[config.mk]
export PLATFORM = sky130hd
export DESIGN_NAME = bilinear_mac_pipe
export DESIGN_NICKNAME = d
export VERILOG_FILES = /design/src/rtl/bilinear_mac_pipe.sv
export SDC_FILE = /design/constraint.sdc
export NUM_CORES = 1
export LEC_CHECK = 0
export BUFFER_PORTS_ARGS = -buffer_cell sky130_fd_sc_hd__buf_4
export CAP_MARGIN = 20
export CORE_ASPECT_RATIO = 0.8
export CORE_MARGIN = 1.5
export CORE_UTILIZATION = 25
export CTS_BUF_LIST = sky130_fd_sc_hd__clkbuf_4 sky130_fd_sc_hd__clkbuf_8
export DETAILED_ROUTE_END_ITERATION = 16
export PLACE_DENSITY = 0.44
export SKIP_LAST_GASP = 1
export SYNTH_ARGS = -nofsm -noshare
export SYNTH_HDL_FRONTEND = slang
export SYNTH_SLANG_ARGS = --single-unit
[constraint.sdc]
create_clock -name clk -period 7.9 [get_ports clk]
set_input_delay 0.395 -clock clk [delete_from_list [all_inputs] [get_ports clk]]
set_output_delay 0.395 -clock clk [all_outputs]
set_load 0.005 [all_outputs]
[src/rtl/bilinear_mac_pipe.sv]
// Pipelined 4-tap bilinear weighted sum for CH channels: multiply, pair-add, total/round/shift/saturate.
// One shared weight set per beat; valid/ready with a global advance and a saturation event counter.
module bilinear_mac_pipe #(
  parameter int DATA_W = 8,
  parameter int WGT_W  = 16,
  parameter int FRAC_W = 14,
  parameter int CH     = 1,
  parameter int OUT_W  = 8
) (
  input  logic                     clk,
  input  logic                     rst,
  input  logic                     in_valid,
  output logic                     in_ready,
  input  logic [4*WGT_W-1:0]       in_wgt,
  input  logic [4*CH*DATA_W-1:0]   in_data,
  input  logic                     in_rnd,
  input  logic                     in_last,
  output logic                     out_valid,
  input  logic                     out_ready,
  output logic [CH*OUT_W-1:0]      out_data,
  output logic                     out_sat,
  output logic                     out_last,
  input  logic                     sat_clr,
  output logic [15:0]              sat_cnt
);

  localparam int PW = WGT_W + DATA_W;
  localparam int SW = PW + 1;
  // One spare bit above the 4-term sum so the rounding constant can never wrap.
  localparam int TW = PW + 3;
  localparam logic [TW-1:0] RND_K   = TW'(1) << (FRAC_W - 1);
  localparam logic [TW-1:0] SAT_MAX = TW'((64'd1 << OUT_W) - 64'd1);

  logic adv;
  logic v1, v2;
  logic rnd1, rnd2, last1, last2;
  logic [PW-1:0] prod_n [4*CH];
  logic [PW-1:0] prod   [4*CH];
  logic [SW-1:0] sum_a  [CH];
  logic [SW-1:0] sum_b  [CH];
  logic [TW-1:0] tot    [CH];
  logic [TW-1:0] shf    [CH];
  logic [CH*OUT_W-1:0] data_n;
  logic sat_n;
  logic sat_inc;

  assign adv      = !out_valid | out_ready;
  assign in_ready = adv;
  assign sat_inc  = out_valid & out_ready & out_sat;

  // Stage-1 products: every tap of every channel against its tap weight.
  always_comb begin
    for (int k = 0; k < 4; k++) begin
      for (int c = 0; c < CH; c++) begin
        prod_n[k*CH+c] = PW'(in_wgt[k*WGT_W +: WGT_W]) * PW'(in_data[(k*CH+c)*DATA_W +: DATA_W]);
      end
    end
  end

  // Stage-3 combine: total, optional half-LSB rounding, fraction drop, clamp.
  always_comb begin
    data_n = {(CH*OUT_W){1'b0}};
    sat_n  = 1'b0;
    for (int c = 0; c < CH; c++) begin
      tot[c] = TW'(sum_a[c]) + TW'(sum_b[c]) + (rnd2 ? RND_K : {TW{1'b0}});
      shf[c] = tot[c] >> FRAC_W;
      if (shf[c] > SAT_MAX) begin
        data_n[c*OUT_W +: OUT_W] = {OUT_W{1'b1}};
        sat_n = 1'b1;
      end else begin
        data_n[c*OUT_W +: OUT_W] = shf[c][OUT_W-1:0];
      end
    end
  end

  // Datapath registers; no reset needed since validity is tracked separately.
  always_ff @(posedge clk) begin
    if (adv) begin
      prod  <= prod_n;
      rnd1  <= in_rnd;
      last1 <= in_last;
      for (int c = 0; c < CH; c++) begin
        sum_a[c] <= SW'(prod[c])      + SW'(prod[CH+c]);
        sum_b[c] <= SW'(prod[2*CH+c]) + SW'(prod[3*CH+c]);
      end
      rnd2  <= rnd1;
      last2 <= last1;
    end
  end

  // Stage valids and registered outputs; everything freezes while the output stalls.
  always_ff @(posedge clk) begin
    if (rst) begin
      v1        <= 1'b0;
      v2        <= 1'b0;
      out_valid <= 1'b0;
      out_data  <= {(CH*OUT_W){1'b0}};
      out_sat   <= 1'b0;
      out_last  <= 1'b0;
    end else if (adv) begin
      v1        <= in_valid;
      v2        <= v1;
      out_valid <= v2;
      out_data  <= data_n;
      out_sat   <= sat_n & v2;
      out_last  <= last2 & v2;
    end
  end

  // Saturation event counter; clear wins over a coincident increment.
  always_ff @(posedge clk) begin
    if (rst) begin
      sat_cnt <= 16'd0;
    end else if (sat_clr) begin
      sat_cnt <= 16'd0;
    end else if (sat_inc && (sat_cnt != 16'hFFFF)) begin
      sat_cnt <= sat_cnt + 16'd1;
    end
  end

endmodule

==> flow_summary.ini <==
[critical_path]
slowest_stage = fa_1
end_kind = register
slowest_delay_ps = 550
critPathLaunchType = input port
crit_buf_inv = 4
crit_fanout = 16
critPathRequiredTime_ps = 8160
path_common_cell = fa_1
crit_path_cell_trace = buf_4, nand2_1, fa_1, fa_1, inv_1, fa_1, inv_1, fa_1, inv_1, ha_1, o21a_1, o31a_1, o41ai_1, o2111ai_1, a31oi_1, a21oi_1, a21o_1, a21oi_1, xnor2_1
cp.arrival_ps = 4930
critical_path_class = in -> reg
critPathTopFamily = adder cells

[cells_and_area]
drive_above_1_share_pct = 7.09
syn_to_final_growth_pct = 11.7
fillers = 10419
final_util_pct = 28.3
final_nets = 3322

[pwr]
p_per_area_nw_per_um2 = 340
leakage_nw = 12.9
ir_worst_vdd_mv = 0.199

[synthesis]
synth-edff-count = 150
postSynthNetCount = 3211
synth_xor_area_share_pct = 4.62
synth-simple-area-share_pct = 17.9
yosysSeqAreaShare_pct = 20.6
syn-cell-area_um2 = 24700
syn_area_per_cell_um2 = 9.87
synth-seq-cells = 179
synth_compound_area_share_pct = 8.34
ys_async_sr_fraction_pct = 0
synth_mux_area_share_pct = 0.122
synth_top_family_by_area = adder cells
synth-adder-area-share_pct = 41.3
ys.flop_type = edfxtp_1
synth_cells = 2498
yosysUniqueCellTypes = 67
yosys_warnings = 0

[routing]
route.met2.wl_um = 24000
drt-initial-drc-count = 793
drc = 0
drt-total-wl_um = 59300
detail-route-antenna-nets = 0
viasPerCell = 4.23
routed-via-count = 16611
m1WireLength_um = 33700
avgRoutedWirePerCell_um = 15.1
dr.pass1.iters = 5
wl_met3_um = 1280
dr.max_layer_used = met4

[cts]
cts_tree = done
cts_resized = 0
cts_buffers = 17
htreeDepth = 4
path_clk_slew_ps = 130
hold_buffers = 0
clkSinkCount = 179
cts_setup_buffers = 0
clockBufferDepth = 2
insertion_delay_ps = 500
cts-root-buf = clkbuf_8

[timing]
worst_pin_slew_ps = 1050
relSlewSlack_pct = 29.9
clock_skew_ps = 22.0
finalSetupViolations = 0
hold_violations = 0
max_freq_mhz = 214
finalWorstSetupSlack_ps = 3230
drv_slew = 0
period_share_pct = 59.1
fin_setup_tns_ps = 0
rsz0062_at_grt = no
layout_min_cycle_time_ps = 4670

[placed_design]
gp_congestion = 0.755
io_buffer_count = 130
dp_hpwl_um = 48800
pre_cts_slack_ps = 2660

[global_routing]
grt_pass1_vias = 17351
antenna_found_initial = 1
grt_max_degree = 94
grtUsageTotal_pct = 12.1
grt_overflow = 0
grt_first_pass_wirelength_um = 97500

[run]
drv_cap = 0

[floorplan]
initial_core_util_pct = 25.4
top_level_ports = 131
coreArea_um2 = 97200
die_x_um = 354
die_area_um2 = 101000
fp.dieH_um = 284
rows = 102

[outcome]
outcome = finished, final reports clean

[worst_hold_path]
min_path_type = in -> reg
==> layer usage <==
layer / GRT usage, % / vias to the layer above
met5: 0 / -
met4: 1.30 / 0
met3: 1.24 / 19
met2: 17.3 / 185
met1: 19.6 / 8137
li1: - / 8270
==> worst register-to-register path: stages (launching register included) <==
cell       delay, ps
edfxtp_1         340
inv_1             60
fa_1             520
inv_1             50
ha_1             330
a21o_1           200
nor4_1           250
a21oi_2          140
a21oi_2          230
o21ai_1          120
a21o_1           240
a2111oi_4        730
a311oi_1         190
==> synth_stat cells (3+ instances only) <==
cell type | count | share of area [%]
nand4_1 | 10 | 0.25
a21boi_0 | 3 | 0.091
a211o_1 | 4 | 0.14
nor3_1 | 30 | 0.61
or3_1 | 10 | 0.25
dfxtp_1 | 29 | 2.4
a31o_2 | 4 | 0.14
o21a_1 | 15 | 0.46
inv_1 | 427 | 6.5
nand2b_1 | 17 | 0.43
fa_1 | 339 | 28
a21oi_1 | 89 | 1.8
a41oi_1 | 3 | 0.11
nor2_1 | 95 | 1.4
or4_1 | 3 | 0.091
and2_1 | 433 | 11
o21bai_1 | 13 | 0.40
a311oi_1 | 8 | 0.28
nand2_1 | 134 | 2.0
o2111ai_1 | 4 | 0.14
a211oi_1 | 8 | 0.24
a21oi_2 | 3 | 0.11
a31oi_1 | 13 | 0.33
and3_1 | 12 | 0.30
or2_2 | 5 | 0.13
o21ai_0 | 39 | 0.79
xor2_1 | 42 | 1.5
nand3_1 | 27 | 0.55
a21o_1 | 44 | 1.3
o31a_1 | 4 | 0.14
xnor2_1 | 88 | 3.1
mux2i_1 | 3 | 0.12
ha_1 | 271 | 14
clkbuf_1 | 37 | 0.56
nor2b_1 | 16 | 0.41
o21ai_1 | 11 | 0.22
o211ai_1 | 11 | 0.33
nand3b_1 | 4 | 0.12
and4_1 | 4 | 0.14
edfxtp_1 | 150 | 18
==> worst paths after layout <==
path / from / endpoint / slack, ps / depth (start not counted)
worst min-delay path: in_last / last1 / 90 / 1
worst min register to register: last1 / last2 / 440 / 0
worst max register to register: rnd2 / out_data[1] / 4350 / 12
worst max-delay path: in_data[18] / prod[47] / 3230 / 19
==> power by group <==
part | internal, mW | total (mW) | leakage [nW] | switching [mW]
clock network | 0.245 | 0.661 | 0.205 | 0.417
logic | 2.92 | 6.66 | 10.9 | 3.74
registers | 1.79 | 2.04 | 1.83 | 0.251
total | 4.95 | 9.36 | 12.9 | 4.41
==> cell usage in the layout, fill, tap and decap left out, drive strengths merged, types with 4 or more instances in the layout <==
cell type,synthesis,layout
nand2,134,134
nand3b,4,4
a211oi,9,9
xor2,42,42
o31a,4,4
clkbuf,37,17
nand4,10,10
and2,433,433
ha,271,271
nor3,30,30
xnor2,88,88
a211o,4,4
clkinv,0,6
and3,12,12
a21boi,4,4
dfxtp,29,29
inv,427,436
nor2b,16,16
nand3,27,27
or2,5,5
o21bai,13,13
buf,2,131
nor2,95,95
o211ai,11,11
o21ai,50,50
a21oi,92,92
o2111ai,4,4
a21o,44,44
nand2b,17,17
or3,10,10
a31o,4,4
o21a,15,15
and4,4,4
fa,339,339
a311oi,8,8
a31oi,13,13
edfxtp,150,150
==> cell families after synthesis <==
family / Yosys count
and+or+nand+nor: 805
DFF: 179
AOI/OAI and AO/OA: 305
muxes: 3
buffers and inverters: 466
xor gates and xnor gates: 130
adders and majority gates: 610
==> registers in the layout, summed over array words and instances, names as in the netlist, 8 cells and up <==
name,count
prod,96
out_data,8
sat_cnt,16
sum_a,25
sum_b,25
==> area by class of cell <==
class                      instances  area [um2]  share of cell area, %
clock buffer                      17         234                  0.850
multi-input combinational       1853       17800                   64.7
sequential                       179        5080                   18.5
timing repair buffer             131         983                   3.57
inverter                         427        1610                   5.84
tap                             1300        1630                   5.91
antenna                            1        2.50                0.00909
clock inverter                    15         176                  0.641
==> stage by stage <==
step	cells	hold slack, ps	total power, mW	cell area [um2]
5_1_grt	3923	23.6	10.5	27500
2_1_floorplan	2498	400	6.99	24700
3_3_place_gp	3890	404	8.87	27100
3_5_place_dp	3890	406	8.81	27100
6_report	3923	85.6	9.36	27500
4_1_cts	3922	33.7	9.54	27500
No activity file was read; power rests on OpenSTA's default activity.
